## config.mk

```make
export PLATFORM = sky130hd
export DESIGN_NAME = harry_motion
export DESIGN_NICKNAME = d
export VERILOG_FILES = /design/src/rtl/harry_motion.sv
export SDC_FILE = /design/constraint.sdc
export NUM_CORES = 1
export LEC_CHECK = 0
export ABC_CLOCK_PERIOD_IN_PS = 15400
export CAP_MARGIN = 10
export CELL_PAD_IN_SITES_DETAIL_PLACEMENT = 0
export CELL_PAD_IN_SITES_GLOBAL_PLACEMENT = 1
export CORE_UTILIZATION = 40
export DETAILED_ROUTE_END_ITERATION = 12
export PLACE_DENSITY_LB_ADDON = 0.2
export SLEW_MARGIN = 0
export SYNTH_ARGS = -nofsm -noshare
export SYNTH_HDL_FRONTEND = slang
export SYNTH_SLANG_ARGS = --single-unit
export TNS_END_PERCENT = 20
```

## constraint.sdc

```tcl
create_clock -name clk -period 15.4 [get_ports clk]
set_input_delay 3.08 -clock clk [delete_from_list [all_inputs] [get_ports clk]]
set_output_delay 3.08 -clock clk [all_outputs]
set_load 0.05 [all_outputs]
```

## src/rtl/harry_motion.sv

```systemverilog
// harry_motion
// Runner character motion and sprite ROM addressing. A physics state machine
// advances on an internal tick (every 2^TICK_DIV clocks). It handles run, duck,
// multi-jump, float and dead, and drives the sprite top row. The VGA-side logic
// turns the scan position into a sprite ROM address. The frame select is
// registered so that it lines up with a one-cycle synchronous ROM.
//
// Ports
//   clk      : system clock
//   rst      : synchronous reset, active low
//   over     : game over, forces DEAD on the next clock
//   cheat    : float mode request
//   key      : 01 jump, 10 duck, anything else idle
//   row/col  : current VGA scan position
//   pos      : sprite top row (standing frame)
//   state    : 0 RUN, 1 DUCK, 2 JUMP, 3 FLOAT, 4 DEAD
//   jumping  : high while in JUMP
//   landed   : one-clock pulse on the tick a jump touches ground
//   spr_addr : ROM address for the current pixel, 0 outside the sprite
//   spr_sel  : frame select, one clock late: 0 none, 1 jump, 2 dead,
//              3/4 walk A/B, 5/6 duck A/B
//
// state | meaning
// ------+-------------------------------------------------------------
// RUN   | on the ground, walking animation
// DUCK  | on the ground, crouched sprite
// JUMP  | airborne under gravity (also the free fall after FLOAT)
// FLOAT | pinned at FLOAT_ROW while cheat is held
// DEAD  | motion frozen, left only through reset
module harry_motion #(
   parameter int ROW_W     = 9,
   parameter int COL_W     = 10,
   parameter int STAND_W   = 44,
   parameter int STAND_H   = 47,
   parameter int DUCK_W    = 59,
   parameter int DUCK_H    = 30,
   parameter int SPR_COL   = 50,
   parameter int GROUND    = 300,
   parameter int FLOAT_ROW = 100,
   parameter int V_W       = 6,
   parameter int INIT_V    = 15,
   parameter int GRAVITY   = 1,
   parameter int MAX_JUMPS = 2,
   parameter int TICK_DIV  = 19,
   parameter int ANIM_DIV  = 6,
   parameter int ADDR_W    = 12
) (
   input  logic              clk,
   input  logic              rst,
   input  logic              over,
   input  logic              cheat,
   input  logic [1:0]        key,
   input  logic [ROW_W-1:0]  row,
   input  logic [COL_W-1:0]  col,
   output logic [ROW_W-1:0]  pos,
   output logic [2:0]        state,
   output logic              jumping,
   output logic              landed,
   output logic [ADDR_W-1:0] spr_addr,
   output logic [2:0]        spr_sel
);

   localparam logic [2:0] ST_RUN   = 3'd0;
   localparam logic [2:0] ST_DUCK  = 3'd1;
   localparam logic [2:0] ST_JUMP  = 3'd2;
   localparam logic [2:0] ST_FLOAT = 3'd3;
   localparam logic [2:0] ST_DEAD  = 3'd4;

   localparam int JCNT_W   = $clog2(MAX_JUMPS + 1);
   localparam int ANIM_W   = (ANIM_DIV > 1) ? $clog2(ANIM_DIV) : 1;
   localparam int DUCK_TOP = GROUND + STAND_H - DUCK_H;

   localparam logic [JCNT_W-1:0]     JUMPS_MAX = JCNT_W'(MAX_JUMPS);
   localparam logic [ANIM_W-1:0]     ANIM_LAST = ANIM_W'(ANIM_DIV - 1);
   localparam logic signed [V_W-1:0] V_LAUNCH  = V_W'(-INIT_V);
   localparam logic signed [V_W-1:0] V_MAX     = V_W'(2 ** (V_W - 1) - 1);
   localparam logic signed [V_W:0]   V_MAX_X   = (V_W + 1)'(2 ** (V_W - 1) - 1);
   localparam logic signed [ROW_W+1:0] GROUND_S = (ROW_W + 2)'(GROUND);

   logic [TICK_DIV-1:0]     tick_cnt;
   logic [ANIM_W-1:0]       anim_cnt;
   logic [JCNT_W-1:0]       jumps_used;
   logic signed [V_W-1:0]   vel;
   logic                    frame;
   logic                    key_prev;

   logic                    tick;
   logic                    jump_key;
   logic                    duck_key;
   logic                    jump_edge;
   logic                    on_ground;
   logic                    falling;
   logic signed [ROW_W+1:0] pos_ext;
   logic signed [ROW_W+1:0] vel_ext;
   logic signed [ROW_W+1:0] next_pos;
   logic signed [V_W:0]     vel_inc;
   logic signed [V_W-1:0]   vel_grav;

   logic [31:0]             top_row;
   logic [31:0]             reg_h;
   logic [31:0]             reg_w;
   logic [31:0]             row_x;
   logic [31:0]             col_x;
   logic                    in_region;
   logic [2:0]              sel_nxt;

   assign tick      = &tick_cnt;
   assign jump_key  = (key == 2'b01);
   assign duck_key  = (key == 2'b10);
   // key_prev only moves on a tick, so a held key never looks like a new press
   assign jump_edge = jump_key && !key_prev;
   assign on_ground = (state == ST_RUN) || (state == ST_DUCK);
   assign jumping   = (state == ST_JUMP);

   // Two spare bits keep pos + v from wrapping in either direction
   assign pos_ext  = $signed({2'b00, pos});
   assign vel_ext  = {{(ROW_W + 2 - V_W){vel[V_W-1]}}, vel};
   assign next_pos = pos_ext + vel_ext;
   assign falling  = !vel[V_W-1] && (vel != '0);

   assign vel_inc  = {vel[V_W-1], vel} + (V_W + 1)'(GRAVITY);
   assign vel_grav = (vel_inc > V_MAX_X) ? V_MAX : vel_inc[V_W-1:0];

   always_ff @(posedge clk) begin
      if (!rst) begin
         state      <= ST_RUN;
         pos        <= ROW_W'(GROUND);
         vel        <= '0;
         jumps_used <= '0;
         tick_cnt   <= '0;
         anim_cnt   <= '0;
         frame      <= 1'b0;
         landed     <= 1'b0;
         spr_sel    <= 3'd0;
         key_prev   <= 1'b0;
      end else begin
         tick_cnt <= tick_cnt + TICK_DIV'(1);
         landed   <= 1'b0;
         spr_sel  <= sel_nxt;
         if (state != ST_DEAD) begin
            if (over) begin
               state <= ST_DEAD;
            end else if (tick) begin
               key_prev <= jump_key;
               if (on_ground) begin
                  if (anim_cnt == ANIM_LAST) begin
                     anim_cnt <= '0;
                     frame    <= ~frame;
                  end else begin
                     anim_cnt <= anim_cnt + ANIM_W'(1);
                  end
               end
               if (cheat) begin
                  state <= ST_FLOAT;
                  pos   <= ROW_W'(FLOAT_ROW);
                  vel   <= '0;
               end else if (state == ST_FLOAT) begin
                  // dropping out of float is a free fall with no air jumps left
                  state      <= ST_JUMP;
                  vel        <= '0;
                  jumps_used <= JUMPS_MAX;
               end else if (jump_edge && (jumps_used < JUMPS_MAX)) begin
                  state      <= ST_JUMP;
                  vel        <= V_LAUNCH;
                  jumps_used <= jumps_used + JCNT_W'(1);
               end else if (state == ST_JUMP) begin
                  if (falling && (next_pos >= GROUND_S)) begin
                     pos        <= ROW_W'(GROUND);
                     vel        <= '0;
                     jumps_used <= '0;
                     landed     <= 1'b1;
                     state      <= duck_key ? ST_DUCK : ST_RUN;
                  end else begin
                     pos <= next_pos[ROW_W+1] ? '0 : next_pos[ROW_W-1:0];
                     vel <= vel_grav;
                  end
               end else begin
                  state <= duck_key ? ST_DUCK : ST_RUN;
               end
            end
         end
      end
   end

   // Sprite window: ducking sits on the ground with its own box; every other
   // state uses the standing box hung from pos.
   always_comb begin
      row_x = 32'(row);
      col_x = 32'(col);
      if (state == ST_DUCK) begin
         top_row = 32'(DUCK_TOP);
         reg_h   = 32'(DUCK_H);
         reg_w   = 32'(DUCK_W);
      end else begin
         top_row = 32'(pos);
         reg_h   = 32'(STAND_H);
         reg_w   = 32'(STAND_W);
      end
      in_region = (row_x >= top_row) && (row_x < top_row + reg_h) &&
                  (col_x >= 32'(SPR_COL)) && (col_x < 32'(SPR_COL) + reg_w);
      spr_addr = '0;
      if (in_region) begin
         spr_addr = ADDR_W'((row_x - top_row) * reg_w + (col_x - 32'(SPR_COL)));
      end
      sel_nxt = 3'd0;
      if (in_region) begin
         case (state)
            ST_RUN:   sel_nxt = frame ? 3'd4 : 3'd3;
            ST_DUCK:  sel_nxt = frame ? 3'd6 : 3'd5;
            ST_DEAD:  sel_nxt = 3'd2;
            default:  sel_nxt = 3'd1;
         endcase
      end
   end

endmodule

```

==> results of run 1 <==
==> layer usage <==
metal  track usage [%]  vias to the layer above
met5                 0                        -
met1              23.5                     2258
met2              34.7                       52
met4              3.73                        0
li1                  -                     2510
met3              1.59                       11
==> worst paths after layout <==
kind | startpoint | to | slack (ps)
max | row[0] | spr_addr[11] | 2140
max reg2reg | state[0] | spr_sel[2] | 10240
min reg2reg | jumps_used[1] | jumps_used[1] | 460
min | jumps_used[1] | jumps_used[1] | 460
==> worst reg2reg max path, cell delays in order, from the launching register on <==
cell	delay, ps
dfxtp_1	640
nand2_1	620
inv_2	610
or2_2	210
ha_1	140
inv_1	50
fa_1	450
nor2_1	190
o21ai_0	150
a311oi_2	410
o21bai_1	130
a21o_1	200
fa_1	380
o21ai_0	240
or3b_1	500
nor4b_1	110
==> power by group <==
part / switching, uW / internal (uW) / total [uW]
Sequential: 1.14 / 125 / 126
Clock: 45.7 / 76.4 / 122
Combinational: 131 / 115 / 246
==> through the flow <==
stage	hold WS [ps]	utilization (%)
2_1_floorplan	433	-
3_3_place_gp	448	45.4
3_5_place_dp	456	45.4
4_1_cts	467	46.6
5_1_grt	494	46.6
6_report	463	46.6
==> flip-flops by register name, indices dropped and copies added, names as in the netlist <==
| signal | flops |
|---|---|
| frame | 1 |
| tick_cnt | 19 |
| key_prev | 1 |
| jumps_used | 2 |
| anim_cnt | 3 |
| pos | 9 |
| landed | 1 |
| spr_sel | 3 |
| state | 3 |
| vel | 6 |
==> cells in the final DEF, fill, tap and decap left out, drive strengths merged, types with 3 or more instances in the layout <==
cell	n
or2	5
nor3	24
a211oi	8
nand2b	15
o21bai	4
nand3b	3
a21o	10
a21boi	9
o211ai	5
o21ai	36
fa	30
clkdlybuf4s50	53
clkbuf	6
nand2	60
dfxtp	48
nor2b	9
xor2	18
and3	6
nand3	19
ha	62
nor4	8
xnor2	44
and2	25
nor2	59
o21a	10
a21oi	31
nor3b	7
inv	79
nand4	6
or3	3
a31oi	10
o22ai	5
==> cells by family (layout without fill, tap and decap cells) <==
group	after synthesis	count (layout)	share of synthesized area [%]
AO/OA/AOI/OAI	148	148	16.8
XOR/XNOR	63	63	10.1
adder cells (fa/ha/maj)	92	92	23.9
buffers and inverters	112	142	8.33
flip-flops	48	48	16.7
multiplexers	2	2	0.369
AND/OR/NAND/NOR	259	259	23.9
==> cell type report <==
class	count	area share, %
Sequential cell	48	14.7
Inverter	79	4.55
Clock buffer	6	1.98
Multi-Input combinational cell	564	66.4
Clock inverter	2	0.538
Tap cell	180	3.46
Timing Repair Buffer	55	8.37
==> flow_summary_export.csv, run 1 <==
group,metric,value,unit
floorplanning,dieArea,14900,um^2
sta,finalCriticalPeriod,13260,ps
routing,highest_layer,"met4",
run_status,status,"finished, final reports clean",
layout,fin_cells,934,
routing,dr_wl_met2,6590,um
critical_path,slowest_delay,810,ps
sta,hold_viol_final,0,
grt,grt_usage,18.7,%
logic_synthesis,yosysMostFrequentCell,"inv_1",
sta,fin_setup_tns,0,ps
power_and_ir_drop,power,494,uW
clock_network,clkTransAtPathRegs,60,ps
layout,areaGrowthSynthToFinish,13.0,%
sta,drv_slew,0,
logic_synthesis,synth_top_area_share,16.7,%
routing,vias_per_cell,5.17,
clock_network,clock_path_buffers,2,
sta,post-route-period-util,86.1,%
critical_path,reg2reg_depth,15,
sta,fmax,75.4,MHz
critical_path,path_delay_family,"adder cells",
routing,wl_per_cell,14.2,um
critical_path,cp.arrival,10180,ps
critical_path,cp-start-kind,"input pin",
routing,drtPass1Iterations,4,
critical_path,crit_path_max_fanout,5,
floorplanning,fp-row-count,43,
routing,wl_met1,6200,um
logic_synthesis,synth_cells,724,
placement,place_ws,2110,ps
logic_synthesis,synth-main-ff-cell,"dfxtp_1",
routing,finalWirelength,13200,um
logic_synthesis,postSynthAreaPerCell,7.97,um^2
layout,multiInputGateArea,4330,um^2
min_path,worstHoldPathCells,2,
grt,grt_pass1_vias,4840,
logic_synthesis,ys_async_sr_fraction,0,%
layout,fillers,1425,
layout,fin_nets,870,
logic_synthesis,yosysUniqueCellTypes,80,
layout,drive_above_1_share,4.64,%
logic_synthesis,synthTopCellsByArea,"dfxtp_1, ha_1, fa_1",
sta,finalSetupViolCount,0,
placement,place_inst,926,
placement,portBuffers,53,
power_and_ir_drop,power.density,75.8,nW/um^2
power_and_ir_drop,vdd_drop_max,0.0633,mV
critical_path,cp_data_required_time,12320,ps
logic_synthesis,synth_edf_count,0,
critical_path,crit_buf_inv,6,
sta,max_slew.worst_pin.slew,788,ps
grt,overflow,0,
critical_path,end_kind,"output port",
clock_network,cts_hold_buf,0,
grt,antenna_found_initial,0,
clock_network,cts_repair_resize_count,0,
logic_synthesis,synth_largest_area_cell,"dfxtp_1",
logic_synthesis,netlist_area,5770,um^2
grt,grt_max_degree,51,
floorplanning,start_util,41.2,%
logic_synthesis,synth_nets,841,
routing,vias,4831,
critical_path,critical_path.most_common_cell,"fa_1",
min_path,hp-class,"flop to flop",
placement,hpwlAfterDp,10600,um
clock_network,cts_root_buffer,"clkbuf_16",
logic_synthesis,ys_top_cells_by_count,"inv_1, ha_1, nand2_1",
routing,drc_errors,0,
routing,wl_met3,251,um
layout,antenna_cells,0,
logic_synthesis,synth-seq-cells,48,
run,max_cap_viol_count,0,
clock_network,cts_tree,"done",
placement,place_area,6350,um^2
floorplanning,io_pins,54,
logic_synthesis,ys_seq_area_share,16.7,%
sta,maxSlewHeadroom,47.3,%
sta,setup_ws,2140,ps
sta,rsz0062_at_grt,"false",
clock_network,cts_post_setup_buffers_inserted,0,
layout,regArea,961,um^2
critical_path,cp_slowest_cell,"clkdlybuf4s50_1",
floorplanning,die_h,122,um
routing,first_iter_violations,284,
layout,final_area,6520,um^2
clock_network,h-tree-depth,2,
power_and_ir_drop,p_leak,0.00285,uW
floorplanning,fp.coreArea,14000,um^2
routing,postRouteAntennaNets,0,
clock_network,clk_latency,290,ps
grt,grt_pass1_wl,22800,um
sta,worst_clock_skew,9.48,ps
placement,place_congestion,0.795,
clock_network,clock-sinks,48,
logic_synthesis,yosysWarnings,0,
critical_path,path_depth,25,
clock_network,cts_buffers,5,
floorplanning,die_width,122,um
critical_path,path_class,"input pin to output port",
(Power assumes the default switching activity.)
==> run 2, diff against run 1 <==
--- a/config.mk
+++ b/config.mk
@@ -7,9 +7,8 @@
 export LEC_CHECK = 0
 export ABC_CLOCK_PERIOD_IN_PS = 15400
 export CAP_MARGIN = 10
-export CELL_PAD_IN_SITES_DETAIL_PLACEMENT = 0
-export CELL_PAD_IN_SITES_GLOBAL_PLACEMENT = 1
 export CORE_UTILIZATION = 40
+export CTS_CLUSTER_SIZE = 24
 export DETAILED_ROUTE_END_ITERATION = 12
 export PLACE_DENSITY_LB_ADDON = 0.2
 export SLEW_MARGIN = 0
==> run 2 against run 1 <==
Compared with the run above: final cell count rose by 0.11%; highest routed layer unchanged; hold slack improved by 2.9 ps; critical endpoint unchanged; sequential share of layout area barely moved.
==> flow_summary_export.csv, run 2 (synthesis gave the netlist of run 1 again) <==
group,metric,value,unit
sta,fmax,75.1,MHz
placement,hpwlAfterDp,10700,um
clock_network,clock_path_buffers,2,
critical_path,path_class,"input pin to output port",
sta,finalHoldWorstSlack,466,ps
layout,layout_common_cells,"inv_1, ha_1, nand2_1",
routing,first_iter_violations,194,
sta,drv_slew,0,
routing,vias,4913,
power_and_ir_drop,p_leak,0.00286,uW
floorplanning,io_pins,54,
sta,hold_viol_final,0,
clock_network,cts_buffers,5,
layout,final_common_cell,"inv_1",
sta,max_slew.worst_pin.slew,631,ps
floorplanning,die_width,122,um
layout,fin_nets,871,
power_and_ir_drop,p_sw,177,uW
critical_path,crit_path_max_fanout,5,
min_path,hp-class,"flop to flop",
routing,drtPass1Iterations,4,
routing,postRouteAntennaNets,0,
power_and_ir_drop,power_frac_seq,25.5,%
grt,grt_pass1_vias,4931,
power_and_ir_drop,power,495,uW
floorplanning,fp.coreArea,14000,um^2
clock_network,cts_root_buffer,"clkbuf_16",
floorplanning,fp-row-count,43,
clock_network,cts_repair_resize_count,0,
clock_network,h-tree-depth,2,
clock_network,cts_hold_buf,0,
layout,reg.largest.list,"tick_cnt (19), pos (9), vel (6)",
grt,grt_max_degree,51,
layout,antenna_cells,0,
power_and_ir_drop,clkPwrFrac,25.2,%
sta,worst_clock_skew,9.48,ps
floorplanning,dieArea,14900,um^2
clock_network,cts_post_setup_buffers_inserted,0,
power_and_ir_drop,internal_power,317,uW
floorplanning,start_util,41.2,%
critical_path,cp_data_required_time,12320,ps
sta,fin_setup_tns,0,ps
floorplanning,die_h,122,um
routing,vias_per_cell,5.25,
critical_path,cp-start-kind,"input pin",
grt,overflow,0,
clock_network,clk_latency,290,ps
clock_network,clock-sinks,48,
layout,drive_above_1_share,4.90,%
grt,grt_usage,18.5,%
placement,portBuffers,53,
power_and_ir_drop,switching_share,35.9,%
grt,antenna_found_initial,0,
sta,finalCriticalPeriod,13310,ps
grt,grt_pass1_wl,22500,um
routing,finalWirelength,13200,um
sta,maxSlewHeadroom,57.5,%
routing,wl_per_cell,14.2,um
power_and_ir_drop,combPwrFrac,49.3,%
sta,rsz0062_at_grt,"false",
critical_path,cp.arrival,10230,ps
sta,post-route-period-util,86.5,%
critical_path,end_kind,"output port",
clock_network,cts_tree,"done",
clock_network,clkTransAtPathRegs,60,ps
power_and_ir_drop,power.density,75.7,nW/um^2
run_status,status,"finished, final reports clean",
layout,areaGrowthSynthToFinish,13.3,%
power_and_ir_drop,vdd_drop_max,0.0461,mV
placement,place_congestion,0.840,
layout,largest_register_ffs,19,
routing,drc_errors,0,
sta,finalSetupViolCount,0,
layout,top_register,"tick_cnt",
run,max_cap_viol_count,0,
run 2: stage by stage:
stage               std cells  setup WS (ps)  area [um^2]  util, %
global route              935           1770         6530     46.7
CTS                       935           2090         6530     46.7
finish                    935           2090         6530     46.7
detailed placement        927           2070         6360     45.5
floorplan                 724           3150         5770        -
global placement          927           2220         6360     45.5
run 2: final timing paths:
kind	depth (start not counted)	from	slack (ps)	end
max	25	row[0]	2090	spr_addr[11]
min	2	jumps_used[1]	470	jumps_used[1]
max reg2reg	16	state[0]	10690	spr_sel[1]
min reg2reg	2	jumps_used[1]	470	jumps_used[1]
run 2: worst max-delay path, stage by stage:
cell and delay (ps):
clkdlybuf4s50_1 450, inv_1 80, ha_1 160, inv_1 50, fa_1 440, nor2_1 180
o21ai_0 160, a311oi_2 400, o21bai_1 130, a21o_1 200, fa_1 500, and2_1 180
ha_1 300, fa_1 460, fa_1 540, inv_1 50, fa_1 530, inv_1 40
ha_1 360, a21o_1 200, a31o_2 220, a31oi_1 170, xnor3_1 410, nor2_1 100
clkdlybuf4s50_1 810
run 2: per-layer routing:
| metal | vias up | share of wire (%) | global-route usage [%] |
|---|---|---|---|
| met1 | 2323 | 47 | 23.1 |
| met4 | 0 | 1.2 | 4.19 |
| met5 | - | 0 | 0 |
| met2 | 67 | 49 | 33.9 |
| met3 | 8 | 2.3 | 1.87 |
| li1 | 2515 | - | - |
run 2: layout make-up:
type                            count  area (um^2)
Tap cell                          180          225
Inverter                           79          297
Sequential cell                    48          961
Fill cell                        1396         7450
Multi-Input combinational cell    564         4330
Timing Repair Buffer               56          553
Clock buffer                        5          125
Clock inverter                      3         47.5
run 2: power by group through the flow:
stage | Combinational [uW] | Sequential, uW | Clock (uW)
after floorplan | 195 | 129 | 0
after global placement | 238 | 129 | 0
after detailed placement | 246 | 129 | 0
after CTS | 246 | 126 | 127
after global routing | 279 | 126 | 132
final | 244 | 126 | 125
==> run 3, diff against run 2 <==
--- a/config.mk
+++ b/config.mk
@@ -5,9 +5,9 @@
 export SDC_FILE = /design/constraint.sdc
 export NUM_CORES = 1
 export LEC_CHECK = 0
-export ABC_CLOCK_PERIOD_IN_PS = 15400
+export ABC_CLOCK_PERIOD_IN_PS = 12800
 export CAP_MARGIN = 10
-export CORE_UTILIZATION = 40
+export CORE_UTILIZATION = 42
 export CTS_CLUSTER_SIZE = 24
 export DETAILED_ROUTE_END_ITERATION = 12
 export PLACE_DENSITY_LB_ADDON = 0.2
==> constraint.sdc (replaced) <==
create_clock -name clk -period 12.8 [get_ports clk]
set_input_delay 2.56 -clock clk [delete_from_list [all_inputs] [get_ports clk]]
set_output_delay 2.56 -clock clk [all_outputs]
set_load 0.05 [all_outputs]
==> run 3 against run 2 <==
Compared with the run above: clock skew fell by 3.4 ps; global-route usage increased by 1.1 points; total power increased by 22%; sequential cell count unchanged; sequential share of layout area unchanged; final cell count is 0.43% lower; clock power up 22%; sequential power up 21%; core utilization grew 2.4 points; via count increased by 1.0%; critical endpoint unchanged.
==> flow_summary_export.csv, run 3 (synthesis gave the netlist of run 1 again) <==
group,metric,value,unit
layout,drive_above_1_share,4.90,%
sta,max_slew.worst_pin.slew,644,ps
grt,met1_usage,25.0,%
grt,use_met3,2.06,%
floorplanning,die_h,119,um
clock_network,cts_post_setup_buffers_inserted,0,
placement,portBuffers,53,
critical_path,r2r-end,"spr_sel[2]",
critical_path,cp_data_required_time,10240,ps
sta,finalSetupViolCount,0,
floorplanning,io_pins,54,
layout,antenna_cells,0,
run,max_cap_viol_count,0,
layout,layout_common_cells,"inv_1, ha_1, nand2_1",
grt,gr-usage-met2,34.8,%
grt,grt_pass1_vias,5061,
grt,grt_usage,19.6,%
sta,rsz0062_at_grt,"false",
floorplanning,fp.coreArea,13300,um^2
critical_path,startpoint,"row[0]",
grt,top_usage_layer,"met2",
floorplanning,fp-row-count,42,
layout,regArea,961,um^2
sta,maxSlewHeadroom,57.0,%
critical_path,cp.arrival,9680,ps
critical_path,cp-start-kind,"input pin",
sta,finalHoldWorstSlack,463,ps
floorplanning,die_width,119,um
critical_path,crit_path_max_fanout,5,
clock_network,cts_buffers,5,
critical_path,r2r_slack,8180,ps
placement,place_congestion,0.910,
clock_network,cts_root_buffer,"clkbuf_16",
sta,finalCriticalPeriod,12240,ps
layout,largest_register_ffs,19,
floorplanning,dieArea,14200,um^2
critical_path,r2r-start,"state[0]",
grt,antenna_found_initial,0,
layout,areaGrowthSynthToFinish,13.3,%
grt,overflow,0,
clock_network,cts_hold_buf,0,
layout,reg.largest.list,"tick_cnt (19), pos (9), vel (6)",
sta,worst_clock_skew,6.07,ps
grt,grt_max_degree,51,
clock_network,cts_tree,"done",
layout,multiInputGateArea,4330,um^2
clock_network,clkTransAtPathRegs,60,ps
power_and_ir_drop,vdd_drop_max,0.0730,mV
power_and_ir_drop,p_leak,0.00286,uW
routing,vias_per_cell,5.33,
routing,vias,4963,
min_path,hp-class,"flop to flop",
routing,drc_errors,0,
clock_network,clock-sinks,48,
sta,post-route-period-util,95.6,%
clock_network,h-tree-depth,2,
routing,first_iter_violations,249,
critical_path,end_kind,"output port",
clock_network,clock_path_buffers,2,
routing,finalWirelength,13200,um
sta,fin_setup_tns,0,ps
layout,fin_nets,871,
layout,fillers,1292,
sta,hold_viol_final,0,
critical_path,reg2reg_depth,16,
routing,drtPass1Iterations,5,
clock_network,cts_repair_resize_count,0,
layout,top_register,"tick_cnt",
sta,fmax,81.7,MHz
sta,drv_slew,0,
routing,wl_per_cell,14.2,um
run_status,status,"finished, final reports clean",
routing,postRouteAntennaNets,0,
power_and_ir_drop,power.density,92.4,nW/um^2
layout,final_common_cell,"inv_1",
critical_path,cp-endpoint,"spr_addr[11]",
clock_network,clk_latency,280,ps
grt,grt_pass1_wl,23300,um
floorplanning,start_util,43.4,%
placement,hpwlAfterDp,10500,um
critical_path,path_class,"input pin to output port",
==> run 3: layer usage <==
layer	routed length, um	share of wire [%]
met1	6090	46
met2	6520	49
met3	333	2.5
met4	249	1.9
met5	0	0
==> run 3: cell type report <==
class                   count  share of cell area [%]
clock buffers               6                    2.13
inverters                  79                    4.54
repair buffers             56                    8.46
well taps                 176                    3.37
flip-flops and latches     48                    14.7
clock inverters             2                   0.594
multi-input cells         564                    66.2
==> run 3: worst min-delay path by stage <==
stage,slack (ps),start,depth (start not counted),endpoint
finish,460,tick_cnt[0],1,tick_cnt[0]
global route,480,jumps_used[1],2,jumps_used[1]
CTS,470,tick_cnt[0],1,tick_cnt[0]
detailed placement,450,jumps_used[1],2,jumps_used[1]
global placement,450,tick_cnt[0],1,tick_cnt[0]
floorplan,430,tick_cnt[0],1,tick_cnt[0]
==> run 3: worst max-delay path, cell delays in order <==
cell	delay (ps)
clkdlybuf4s50_1	420
inv_1	60
ha_1	160
inv_1	60
fa_1	440
nor2_1	170
o21ai_0	140
a311oi_2	420
o21bai_1	130
a21o_1	200
fa_1	500
and2_1	190
ha_1	310
fa_1	480
fa_1	560
inv_1	60
fa_1	530
inv_1	40
ha_1	350
a21o_1	200
a31o_2	230
a31oi_1	170
xnor3_1	400
nor2_1	90
clkdlybuf4s50_1	810
==> run 3: stage by stage <==
| stage | power, uW | setup slack (ps) | area (um^2) | instances | utilization, % |
|---|---|---|---|---|---|
| floorplan | 390 | 1590 | 5770 | 724 | - |
| global placement | 441 | 675 | 6360 | 923 | 47.8 |
| detailed placement | 454 | 536 | 6360 | 923 | 47.8 |
| CTS | 607 | 513 | 6530 | 931 | 49.1 |
| global route | 658 | 43.3 | 6530 | 931 | 49.1 |
| finish | 604 | 560 | 6530 | 931 | 49.1 |
==> run 3: power by group <==
part | total (uW) | switching, uW | leakage, uW | internal, uW
Sequential | 152 | 1.33 | 0.000388 | 150
Combinational | 299 | 159 | 0.00238 | 140
Clock | 153 | 55.4 | 0.0000871 | 97.8
Total | 604 | 216 | 0.00286 | 388
